### config.mk
export PLATFORM = sky130hd
export DESIGN_NAME = if_fetch
export DESIGN_NICKNAME = d
export VERILOG_FILES = /design/src/rtl/if_fetch.sv
export SDC_FILE = /design/constraint.sdc
export NUM_CORES = 1
export LEC_CHECK = 0
export CAP_MARGIN = 25
export CORE_ASPECT_RATIO = 1.4
export CORE_MARGIN = 5
export CORE_UTILIZATION = 50
export CTS_BUF_LIST = sky130_fd_sc_hd__clkbuf_2 sky130_fd_sc_hd__clkbuf_4 sky130_fd_sc_hd__clkbuf_8
export DETAILED_ROUTE_END_ITERATION = 6
export PLACE_DENSITY = 0.83
export SYNTH_ARGS = -nofsm -noshare
export SYNTH_HDL_FRONTEND = slang
export SYNTH_SLANG_ARGS = --single-unit
### constraint.sdc
create_clock -name clk -period 3 [get_ports clk]
set_input_delay 0.45 -clock clk [delete_from_list [all_inputs] [get_ports clk]]
set_output_delay 0.45 -clock clk [all_outputs]
set_load 0.005 [all_outputs]
### src/rtl/if_fetch.sv
// Instruction-fetch stage: owns the PC, drives the instruction bus, presents
// the fetched word to the IF/ID latch and requests a pipeline stall while a
// fetch is outstanding. Branches redirect after the delay slot and flushes
// redirect immediately, dropping any fetch made stale by the redirect.
module if_fetch #(
  parameter int                 ADDR_W   = 32,
  parameter logic [ADDR_W-1:0]  RESET_PC = '0
) (
  input  logic              clk,
  input  logic              rst,
  input  logic [5:0]        stall,
  input  logic              branch_flag_i,
  input  logic [ADDR_W-1:0] branch_target_i,
  input  logic              flush,
  input  logic [ADDR_W-1:0] new_pc,
  output logic              ibus_req_o,
  output logic [ADDR_W-1:0] ibus_addr_o,
  input  logic              ibus_ack_i,
  input  logic [31:0]       ibus_rdata_i,
  output logic [ADDR_W-1:0] if_pc,
  output logic [31:0]       if_inst,
  output logic              stallreq_if
);

  typedef enum logic [1:0] {
    S_IDLE    = 2'd0,
    S_FETCH   = 2'd1,
    S_HOLD    = 2'd2,
    S_DISCARD = 2'd3
  } state_t;

  state_t            state;
  logic [ADDR_W-1:0] pc;
  logic              branch_pending;
  logic [ADDR_W-1:0] branch_target_q;
  logic [31:0]       inst_buf;
  logic [ADDR_W-1:0] discard_addr;

  logic              branch_now;
  logic              advance;
  logic [ADDR_W-1:0] next_pc;
  logic              unused_stall;

  // Only the PC-freeze and ID-advance bits of the stall vector matter here.
  assign unused_stall = ^{stall[5:3], stall[1]};

  // Instruction addresses are word aligned; the low two bits are always cleared.
  function automatic logic [ADDR_W-1:0] word_align(input logic [ADDR_W-1:0] a);
    return {a[ADDR_W-1:2], 2'b00};
  endfunction

  // Branch resolution, PC-advance condition and next sequential/redirect PC.
  always_comb begin
    branch_now = branch_flag_i & ~stall[2];
    advance    = ~flush & ~stall[0] &
                 (((state == S_FETCH) & ibus_ack_i) | (state == S_HOLD));
    if (branch_now)
      next_pc = word_align(branch_target_i);
    else if (branch_pending)
      next_pc = branch_target_q;
    else
      next_pc = word_align(pc + ADDR_W'(4));
  end

  // Bus request and IF/ID-facing outputs, all forced to zero while in reset.
  always_comb begin
    ibus_req_o  = 1'b0;
    ibus_addr_o = '0;
    if_pc       = '0;
    if_inst     = '0;
    stallreq_if = 1'b0;
    if (!rst) begin
      case (state)
        S_FETCH: begin
          ibus_req_o  = 1'b1;
          ibus_addr_o = pc;
          if (ibus_ack_i) begin
            if (!flush) begin
              if_pc   = pc;
              if_inst = ibus_rdata_i;
            end
          end else begin
            stallreq_if = 1'b1;
          end
        end
        S_HOLD: begin
          if (!flush) begin
            if_pc   = pc;
            if_inst = inst_buf;
          end
        end
        S_DISCARD: begin
          ibus_req_o  = 1'b1;
          ibus_addr_o = discard_addr;
          stallreq_if = 1'b1;
        end
        default: ;
      endcase
    end
  end

  // Fetch FSM, PC register, held instruction and delay-slot branch latch.
  always_ff @(posedge clk) begin
    if (rst) begin
      state           <= S_IDLE;
      pc              <= word_align(RESET_PC);
      branch_pending  <= 1'b0;
      branch_target_q <= '0;
      inst_buf        <= '0;
    end else if (flush) begin
      pc             <= word_align(new_pc);
      branch_pending <= 1'b0;
      case (state)
        S_FETCH:   state <= ibus_ack_i ? S_FETCH : S_DISCARD;
        S_DISCARD: state <= ibus_ack_i ? S_FETCH : S_DISCARD;
        default:   state <= S_FETCH;
      endcase
    end else begin
      case (state)
        S_IDLE: state <= S_FETCH;
        S_FETCH: begin
          if (ibus_ack_i) begin
            if (!stall[0]) begin
              pc <= next_pc;
            end else begin
              inst_buf <= ibus_rdata_i;
              state    <= S_HOLD;
            end
          end
        end
        S_HOLD: begin
          if (!stall[0]) begin
            pc    <= next_pc;
            state <= S_FETCH;
          end
        end
        S_DISCARD: begin
          if (ibus_ack_i)
            state <= S_FETCH;
        end
        default: state <= S_IDLE;
      endcase
      if (advance) begin
        branch_pending <= 1'b0;
      end else if (branch_now) begin
        branch_pending  <= 1'b1;
        branch_target_q <= word_align(branch_target_i);
      end
    end
  end

  // Remember the address of a fetch abandoned by a flush so the bus sees it held.
  always_ff @(posedge clk) begin
    if (!rst && flush && (state == S_FETCH) && !ibus_ack_i)
      discard_addr <= pc;
  end

endmodule
==> results of run 1 <==
[power groups by stage]
stage               Sequential [mW]  Combinational, mW  Clock [mW]
finish                         1.93              0.669        1.65
global route                   1.94              0.717        1.75
CTS                            1.93              0.659        1.67
detailed placement             1.97              0.648           0
global placement               1.96              0.639           0
floorplan                      1.93              0.354           0
[cells in the mapped netlist, types with 4 or more instances]
| library cell | count |
|---|---|
| a31oi_1 | 8 |
| nand2_1 | 106 |
| nor2_1 | 104 |
| inv_1 | 15 |
| and3_1 | 17 |
| o22ai_1 | 9 |
| or3_1 | 7 |
| dfxtp_1 | 97 |
| a22oi_1 | 34 |
| a21oi_1 | 57 |
| mux2i_1 | 44 |
| edfxtp_1 | 32 |
| clkbuf_1 | 65 |
| nor3_1 | 22 |
| nor4_1 | 6 |
| ha_1 | 4 |
| xnor2_1 | 6 |
| a221oi_1 | 5 |
| o31a_1 | 6 |
| xor2_1 | 6 |
| and2_1 | 33 |
| nand4_1 | 8 |
| o211ai_1 | 5 |
| o31ai_1 | 4 |
| a22o_1 | 33 |
| o21ai_0 | 24 |
| nand3_1 | 19 |
| a211oi_1 | 11 |
| buf_1 | 4 |
| buf_2 | 15 |
| o221ai_1 | 4 |
[timing repair]
item	4_1_cts	5_1_grt
setup endpoints to repair	62	61
gates cloned	1	0
pin swaps	0	1
setup buffers	0	2
resized for setup	15	29
[per-stage QoR]
step	std cells	cell area, sq um	setup TNS [ns]
2_1_floorplan	860	7150	0
3_3_place_gp	1192	9300	0
3_5_place_dp	1192	9300	0
4_1_cts	1225	9770	-0.0245
5_1_grt	1227	9860	-0.0391
6_report	1227	9860	0
[worst max path at each step]
stage	endpoint	slack (ns)	cells past startpoint
floorplan	discard_addr[0]$_DFFE_PP_	0.47	4
global placement	if_pc[21]	0.25	6
detailed placement	if_pc[21]	0.26	6
CTS	if_pc[25]	-0.005	7
global route	if_pc[21]	-0.02	6
finish	if_pc[21]	0.07	6
[cell families after synthesis]
| group | share of synthesized area (%) |
|---|---|
| and+or+nand+nor | 23.2 |
| AOI/OAI and AO/OA | 22.0 |
| DFF | 40.6 |
| adders and majority gates | 0.700 |
| xor gates and xnor gates | 1.47 |
| buffers and inverters | 5.69 |
| muxes | 6.32 |
[layout make-up]
cell class	instances	share of cell area, %
Multi-Input combinational cell	630	39.3
Inverter	15	0.571
Clock inverter	15	2.09
Clock buffer	17	2.37
Sequential cell	129	29.5
Tap cell	185	2.35
Timing Repair Buffer	236	23.9
[registers in the layout (all words and copies together) (netlist names)]
register / flops
branch_target_q: 30
state: 2
branch_pending: 1
inst_buf: 32
pc: 32
discard_addr: 32
[worst max-delay path, stage by stage, from the launching register on]
cell and delay (ns):
dfxtp_2 0.36, inv_1 0.05, ha_1 0.28, or3_4 0.42
buf_8 0.20, nor3_2 0.19, clkdlybuf4s50_1 0.53
[layer usage]
layer / GRT usage, % / part of all wire [%] / routed length, um
met1: 31.4 / 38 / 8880
met2: 45.4 / 48 / 11100
met4: 10.2 / 3.3 / 774
met3: 8.10 / 10 / 2430
met5: 0 / 0 / 0
==> impl_metrics.yaml, run 1 <==
synthesis:
  synthCells: 860
  avgSynthCellArea_sq_um: 8.31
  synth_fp_nets: 971
  synth_edf_count: 32
  netlist_area_sq_um: 7150
  yosysSeqAreaShare_pct: 40.6
  synth-seq-cells: 129
  async_flop_share_pct: 0
  synth_top_area_cell: "dfxtp_1"
  synth_ff_type: "dfxtp_1"
  ys_warn_count: 0
  yosys.area.top_type_share_pct: 27.2
  synth.area.top_cells: "dfxtp_1, edfxtp_1, mux2i_1"
  yosysUniqueCellTypes: 64
placement:
  pre_cts_slack_ns: 0.259
  port_buffers: 196
  dp_hpwl_um: 16000
  place_congestion: 0.938
power:
  ir_drop_v: 0.000287
  p_clk_share_pct: 38.9
  internal-power_mw: 3.09
  power_leakage_nw: 4.09
  switching_share_pct: 27.4
  pwr_density_cell_nw_per_um2: 431
  p_sw_mw: 1.16
  pwr-share-seq_pct: 45.4
  combPwrFrac_pct: 15.7
  power_mw: 4.25
critical_path:
  worstPathArrival_ns: 2.48
  rrSetupSlack_ns: 0.56
  start_kind: "register"
  path_class: "register to output pin"
  crit_start: "state[0]$_SDFFE_PP0P_"
  critPathRequiredTime_ns: 2.55
  reg2reg_from: "state[1]$_SDFFE_PP0P_"
  regToRegEndpoint: "branch_target_q[28]$_SDFFE_PP0P_"
  crit_path_max_fanout: 34
  end_kind: "output pin"
  ff2ff_path_depth: 9
floorplan:
  io_pins: 205
  die_h_um: 151
  rows: 51
  die-area_sq_um: 16800
  core_sq_um: 14000
  start_util_pct: 51.2
  die_w_um: 111
clocking:
  cts_buffers: 17
  clk_latency_ns: 0.44
  htree_num_levels: 4
  clkSlewWorstSetupHoldPaths_ns: 0.08
  ctsHoldBuffers: 0
  clock_sinks: 129
  cts-root-buf: "clkbuf_8"
  cts_buffer_depth: 2
  cts_tree: "built"
final_layout:
  multi_input_area_sq_um: 3870
  final_common_cell: "clkdlybuf4s50_1"
  nets: 1140
  drive_gt1_share_pct: 9.40
  syn2layout_area_growth_pct: 37.9
  layout_common_cells: "clkdlybuf4s50_1, nand2_1, nor2_1"
  final_core_util_pct: 70.6
  n_fill_cell: 1073
  ff_latch_area_sq_um: 2900
  antenna_cells: 0
routing:
  vias: 7370
  viasPerCell: 6.01
  drc: 4
  drt_iter0_drc: 591
  wl_per_cell_um: 18.9
  antenna_left: 0
  drt-total-wl_um: 23200
  firstDrtPassIters: 7
min_path:
  min_from: "rst"
  holdPathStages: 2
  hold_end: "branch_target_q[18]$_SDFFE_PP0P_"
  min_path_type: "input port to register"
grt:
  grt-ovfl-total: 0
  grt_pass1_wl_um: 36100
  grt_max_degree: 54
  track_usage_pct: 26.5
  first_global_vias: 6919
  antenna_found_initial: 0
sta:
  setup_violations: 0
  layout_setup_ws_ns: 0.0679
  rsz0062_at_grt: "yes"
  fin_skew_ns: 0.0126
  worst_hold_slack_ns: 0.299
  clock.fmax_ghz: 0.341
  timing.final.crit_share_pct: 97.7
  slew_headroom_pct: 56.3
  layout_min_cycle_time_ns: 2.93
  hold_viol: 0
  slew_viol_final: 0
  tightest_slew_ns: 0.655
flow_run:
  drv_cap: 0
status:
  violations: "DRC"
  status: "finished, violations left"
Power figures use the tool's default switching activity.
==> run 2, diff against run 1 <==
--- a/config.mk
+++ b/config.mk
@@ -5,13 +5,14 @@
 export SDC_FILE = /design/constraint.sdc
 export NUM_CORES = 1
 export LEC_CHECK = 0
-export CAP_MARGIN = 25
+export CAP_MARGIN = 20
 export CORE_ASPECT_RATIO = 1.4
 export CORE_MARGIN = 5
 export CORE_UTILIZATION = 50
 export CTS_BUF_LIST = sky130_fd_sc_hd__clkbuf_2 sky130_fd_sc_hd__clkbuf_4 sky130_fd_sc_hd__clkbuf_8
 export DETAILED_ROUTE_END_ITERATION = 6
 export PLACE_DENSITY = 0.83
+export SETUP_SLACK_MARGIN = 0.15
 export SYNTH_ARGS = -nofsm -noshare
 export SYNTH_HDL_FRONTEND = slang
 export SYNTH_SLANG_ARGS = --single-unit
==> impl_metrics.yaml, run 2 (synthesis results as in run 1) <==
clocking:
  cts_buffer_depth: 2
  clkSlewWorstSetupHoldPaths_ns: 0.08
  cts-root-buf: "clkbuf_8"
  cts_buffers: 17
  cts_tree: "built"
  htree_num_levels: 4
  clock_sinks: 129
  clk_latency_ns: 0.45
routing:
  wl_per_cell_um: 19.3
  viasPerCell: 6.05
  drt_iter0_drc: 674
  top_layer_used: "met4"
  drt-total-wl_um: 24000
  firstDrtPassIters: 7
  wl_met3_um: 2530
  wl_met1_um: 9060
  drc: 4
  antenna_left: 0
  wl_met2_um: 11600
  vias: 7509
sta:
  tightest_slew_ns: 0.692
  timing.final.crit_share_pct: 96.0
  clock.fmax_ghz: 0.347
  layout_setup_ws_ns: 0.121
  setup_violations: 0
  rsz0062_at_grt: "yes"
  hold_viol: 0
  layout_min_cycle_time_ns: 2.88
  slew_viol_final: 0
  slew_headroom_pct: 53.8
  fin_skew_ns: 0.0132
  finalSetupTns_ns: 0
floorplan:
  io_pins: 205
  rows: 51
  die_h_um: 151
  die-area_sq_um: 16800
  core_sq_um: 14000
  start_util_pct: 51.2
  die_w_um: 111
grt:
  grt_pass1_wl_um: 36600
  grt_max_degree: 54
  grt-ovfl-total: 0
  track_usage_pct: 26.9
  first_global_vias: 6974
  antenna_found_initial: 0
power:
  internal-power_mw: 3.10
  ir_drop_v: 0.000312
  p_sw_mw: 1.19
  power_leakage_nw: 4.02
  combPwrFrac_pct: 16.1
  pwr_density_cell_nw_per_um2: 430
  pwr-share-seq_pct: 45.0
  p_clk_share_pct: 38.9
  switching_share_pct: 27.7
critical_path:
  cpMaxStageDelayCell: "clkdlybuf4s50_1"
  max_stage_delay_ns: 0.53
  start_kind: "register"
  ff2ff_path_depth: 5
  crit_path_max_fanout: 34
  critPathRequiredTime_ns: 2.55
  worstPathArrival_ns: 2.43
  path_cells: "inv_1, ha_1, or3_4, buf_12, nor3_2, clkdlybuf4s50_1"
  end_kind: "output pin"
  cp_top_family: "buffers and inverters"
  rrSetupSlack_ns: 0.61
  cp_num_cells: 6
  path_buf_inv: 3
  path_class: "register to output pin"
min_path:
  min_path_type: "input port to register"
  holdPathStages: 2
placement:
  place_congestion: 0.938
  dp_hpwl_um: 16000
  port_buffers: 196
  pre_cts_slack_ns: 0.259
  place_area_sq_um: 9300
final_layout:
  final_core_util_pct: 71.3
  largestRegisters: "discard_addr x32, inst_buf x32, pc x32"
  layout_common_cells: "clkdlybuf4s50_1, nand2_1, nor2_1"
  nets: 1155
  final_area_sq_um: 9960
  final_common_cell: "clkdlybuf4s50_1"
  antenna_cells: 0
  syn2layout_area_growth_pct: 39.4
  drive_gt1_share_pct: 11.4
flow_run:
  drv_cap: 0
status:
  status: "finished, violations left"
  violations: "DRC"
==> run 2: repair_timing <==
action	4_1_cts	5_1_grt
buffers inserted	8	7
hold buffers	0	0
pin swaps	2	3
cloned	2	1
resized for setup	32	36
setup endpoints to repair	97	94
==> run 2: per-stage QoR <==
stage	cells	power (mW)	hold WS, ns
floorplan	860	2.28	0.403
finish	1242	4.29	0.294
detailed placement	1192	2.61	0.447
global placement	1192	2.60	0.442
CTS	1234	4.26	0.276
global route	1242	4.43	0.301
==> run 2: path summary, 6_finish.rpt <==
check | end | from
hold reg to reg | inst_buf[1]$_SDFFE_PP0P_ | inst_buf[1]$_SDFFE_PP0P_
hold / removal | branch_target_q[18]$_SDFFE_PP0P_ | rst
setup / recovery | if_pc[21] | state[0]$_SDFFE_PP0P_
setup reg to reg | pc[24]$_SDFFE_PP0P_ | pc[5]$_SDFFE_PP0P_
==> run 2: routing by layer <==
| metal | global-route usage (%) | up-vias |
|---|---|---|
| li1 | - | 3470 |
| met1 | 32.0 | 3522 |
| met2 | 46.2 | 450 |
| met3 | 7.79 | 67 |
| met4 | 10.6 | 0 |
| met5 | 0 | - |
==> run 2: power by group through the flow <==
stage	Sequential, mW	Combinational (mW)	Clock (mW)
floorplan	1.93	0.354	0
global placement	1.96	0.639	0
detailed placement	1.97	0.648	0
CTS	1.93	0.668	1.67
global route	1.94	0.735	1.75
finish	1.93	0.688	1.67
==> run 2: cell type report <==
| cell class | instances | area, sq um |
|---|---|---|
| Tap cell | 185 | 231 |
| Fill cell | 1053 | 4010 |
| Sequential cell | 129 | 2910 |
| Clock inverter | 15 | 206 |
| Multi-Input combinational cell | 630 | 3880 |
| Inverter | 15 | 56.3 |
| Clock buffer | 17 | 234 |
| Timing Repair Buffer | 251 | 2450 |
==> run 2: worst reg2reg max path: stages, from the launching register on <==
cell	delay [ns]
dfxtp_1	0.58
and4_2	0.40
nand3_4	0.21
nor3_1	0.40
mux2i_1	0.13
a2111oi_0	0.51
==> run 3, diff against run 2 <==
--- a/config.mk
+++ b/config.mk
@@ -5,6 +5,7 @@
 export SDC_FILE = /design/constraint.sdc
 export NUM_CORES = 1
 export LEC_CHECK = 0
+export ABC_AREA = 1
 export CAP_MARGIN = 20
 export CORE_ASPECT_RATIO = 1.4
 export CORE_MARGIN = 5
@@ -13,6 +14,8 @@
 export DETAILED_ROUTE_END_ITERATION = 6
 export PLACE_DENSITY = 0.83
 export SETUP_SLACK_MARGIN = 0.15
+export SKIP_LAST_GASP = 1
+export SLEW_MARGIN = 20
 export SYNTH_ARGS = -nofsm -noshare
 export SYNTH_HDL_FRONTEND = slang
 export SYNTH_SLANG_ARGS = --single-unit
==> impl_metrics.yaml, run 3 <==
sta:
  fin_skew_ns: 0.0142
  rsz0062_at_grt: "yes"
  clock.fmax_ghz: 0.351
  finalSetupTns_ns: 0
  layout_setup_ws_ns: 0.152
  slew_headroom_pct: 45.0
  worst_hold_slack_ns: 0.463
  setup_violations: 0
  timing.final.crit_share_pct: 94.9
  slew_viol_final: 0
  tightest_slew_ns: 0.824
  layout_min_cycle_time_ns: 2.85
  hold_viol: 0
min_path:
  hold_end: "inst_buf[18]$_SDFFE_PP0P_"
  min_from: "inst_buf[18]$_SDFFE_PP0P_"
  holdPathStages: 2
  min_path_type: "register to register"
grt:
  track_usage_pct: 27.0
  grt_pass1_wl_um: 37800
  antenna_found_initial: 0
  first_global_vias: 7465
  grt_max_degree: 38
  grt-ovfl-total: 0
routing:
  vias: 8142
  drc: 0
  firstDrtPassIters: 6
  drt_iter0_drc: 854
  antenna_left: 0
  drt-total-wl_um: 24400
  wl_per_cell_um: 16.6
  viasPerCell: 5.55
synthesis:
  yosysMostFrequentCell: "nand2_1"
  synth_edf_count: 32
  synth_ff_type: "dfxtp_1"
  avgSynthCellArea_sq_um: 6.59
  synth_commonest_cells: "nand2_1, a21oi_1, o21ai_0, nor2_1, dfxtp_1"
  yosysUniqueCellTypes: 29
  synthCells: 1090
  yosysSeqAreaShare_pct: 40.4
  synth_top_area_cell: "dfxtp_1"
  synth.area.top_cells: "dfxtp_1, nand2_1, edfxtp_1"
  ys_warn_count: 0
  yosys.area.top_type_share_pct: 27.0
  synth_fp_nets: 1201
  synth-seq-cells: 129
  async_flop_share_pct: 0
  netlist_area_sq_um: 7180
power:
  ir_drop_v: 0.000308
  pwr_density_cell_nw_per_um2: 443
  power_leakage_nw: 3.79
  internal-power_mw: 3.12
  switching_share_pct: 29.0
  p_sw_mw: 1.27
  combPwrFrac_pct: 18.4
  pwr-share-seq_pct: 44.6
  p_clk_share_pct: 37.0
critical_path:
  start_kind: "input port"
  reg2reg_from: "state[1]$_SDFFE_PP0P_"
  ff2ff_path_depth: 13
  worstPathArrival_ns: 2.40
  end_kind: "output pin"
  path_class: "input port to output pin"
  critPathRequiredTime_ns: 2.55
  rrSetupSlack_ns: 0.49
  crit_path_max_fanout: 5
  regToRegEndpoint: "pc[28]$_SDFFE_PP0P_"
  crit_start: "rst"
placement:
  place_congestion: 0.954
  pre_cts_slack_ns: 0.00660
  port_buffers: 196
  dp_hpwl_um: 17200
clocking:
  clkSlewWorstSetupHoldPaths_ns: 0.07
  clock_sinks: 129
  htree_num_levels: 4
  clk_latency_ns: 0.44
  cts-root-buf: "clkbuf_8"
  cts_buffer_depth: 2
  cts_tree: "built"
  cts_buffers: 17
floorplan:
  rows: 51
  die-area_sq_um: 16900
  start_util_pct: 51.2
  core_sq_um: 14000
  die_h_um: 152
  io_pins: 205
  die_w_um: 111
final_layout:
  layout_common_cells: "nand2_1, clkdlybuf4s50_1, a21oi_1"
  nets: 1379
  largestRegisters: "discard_addr x32, inst_buf x32, pc x32"
  antenna_cells: 0
  final_common_cell: "nand2_1"
  drive_gt1_share_pct: 7.65
  syn2layout_area_growth_pct: 38.1
status:
  status: "finished clean"
flow_run:
  drv_cap: 0
-- run 3: changes by cell type in the layout (fill, tap and decap cells not counted), sizes merged, moves of 44 or more --
cell / delta
nand2: +165
mux2i: -44
nand3: +64
o21ai: +102
a21oi: +101
inv: +68
-- run 3: repair_timing --
action	CTS	global route
setup buffers	1	3
pin swaps	1	0
endpoints found under the setup margin	66	63
cloned	0	2
hold buffers	0	0
hold endpoints to repair	0	0
resized for setup	5	25
-- run 3: logic make-up (layout without fill, tap and decap cells) --
kind of cell / Yosys count / after routing / share of synthesized area (%)
and+or+nand+nor: 505 / 506 / 29.0
buffers and inverters: 157 / 347 / 8.92
DFF: 129 / 129 / 40.4
adders and majority gates: 4 / 4 / 0.697
AOI/OAI and AO/OA: 293 / 293 / 20.7
xor gates and xnor gates: 2 / 2 / 0.244
-- run 3: power by group through the flow --
stage,Sequential [mW],Combinational [mW],Clock [mW]
final,1.96,0.808,1.63
after global routing,1.97,0.882,1.72
after CTS,1.95,0.768,1.64
after detailed placement,1.99,0.757,0
after global placement,1.99,0.750,0
after floorplan,1.96,0.410,0
-- run 3: per-layer routing --
metal	vias up	track usage, %	share of wire (%)
met4	0	11.6	3.4
met5	-	0	0
met1	3722	34.4	40
met3	60	4.41	7.2
li1	3971	-	-
met2	389	45.2	50
-- run 3: area by class of cell --
type                    instances  area [sq um]
multi-input cells             805          3720
well taps                     185           231
clock inverters                11           151
flip-flops and latches        129          2900
repair buffers                232          2320
inverters                      83           317
fillers                      1223          4120
clock buffers                  21           283
-- run 3: metrics by stage --
step                      instance area (sq um)  instances  power [mW]  util, %
after global routing                       9920       1466        4.57     70.7
after detailed placement                   9320       1428        2.75     66.4
after floorplan                            7190       1090        2.37        -
after CTS                                  9770       1461        4.36     69.6
after global placement                     9320       1428        2.74     66.4
final                                      9920       1466        4.39     70.7
-- run 3: worst max-delay path, stage by stage --
cell	delay, ns
clkdlybuf4s50_1	0.46
nor2_2	0.16
inv_2	0.08
or2_2	0.37
buf_4	0.18
nor3_1	0.15
clkdlybuf4s50_1	0.55
-- run 3: worst max-delay path by stage --
stage                                      to  depth (start not counted)  slack, ns
finish                              if_pc[15]                          7       0.15
global route                        if_pc[28]                          7        0.1
CTS                                 if_pc[30]                          7       0.15
detailed placement                  if_pc[30]                          7      0.007
global placement                    if_pc[27]                          7       0.09
floorplan           discard_addr[0]$_DFFE_PP_                          5       0.33
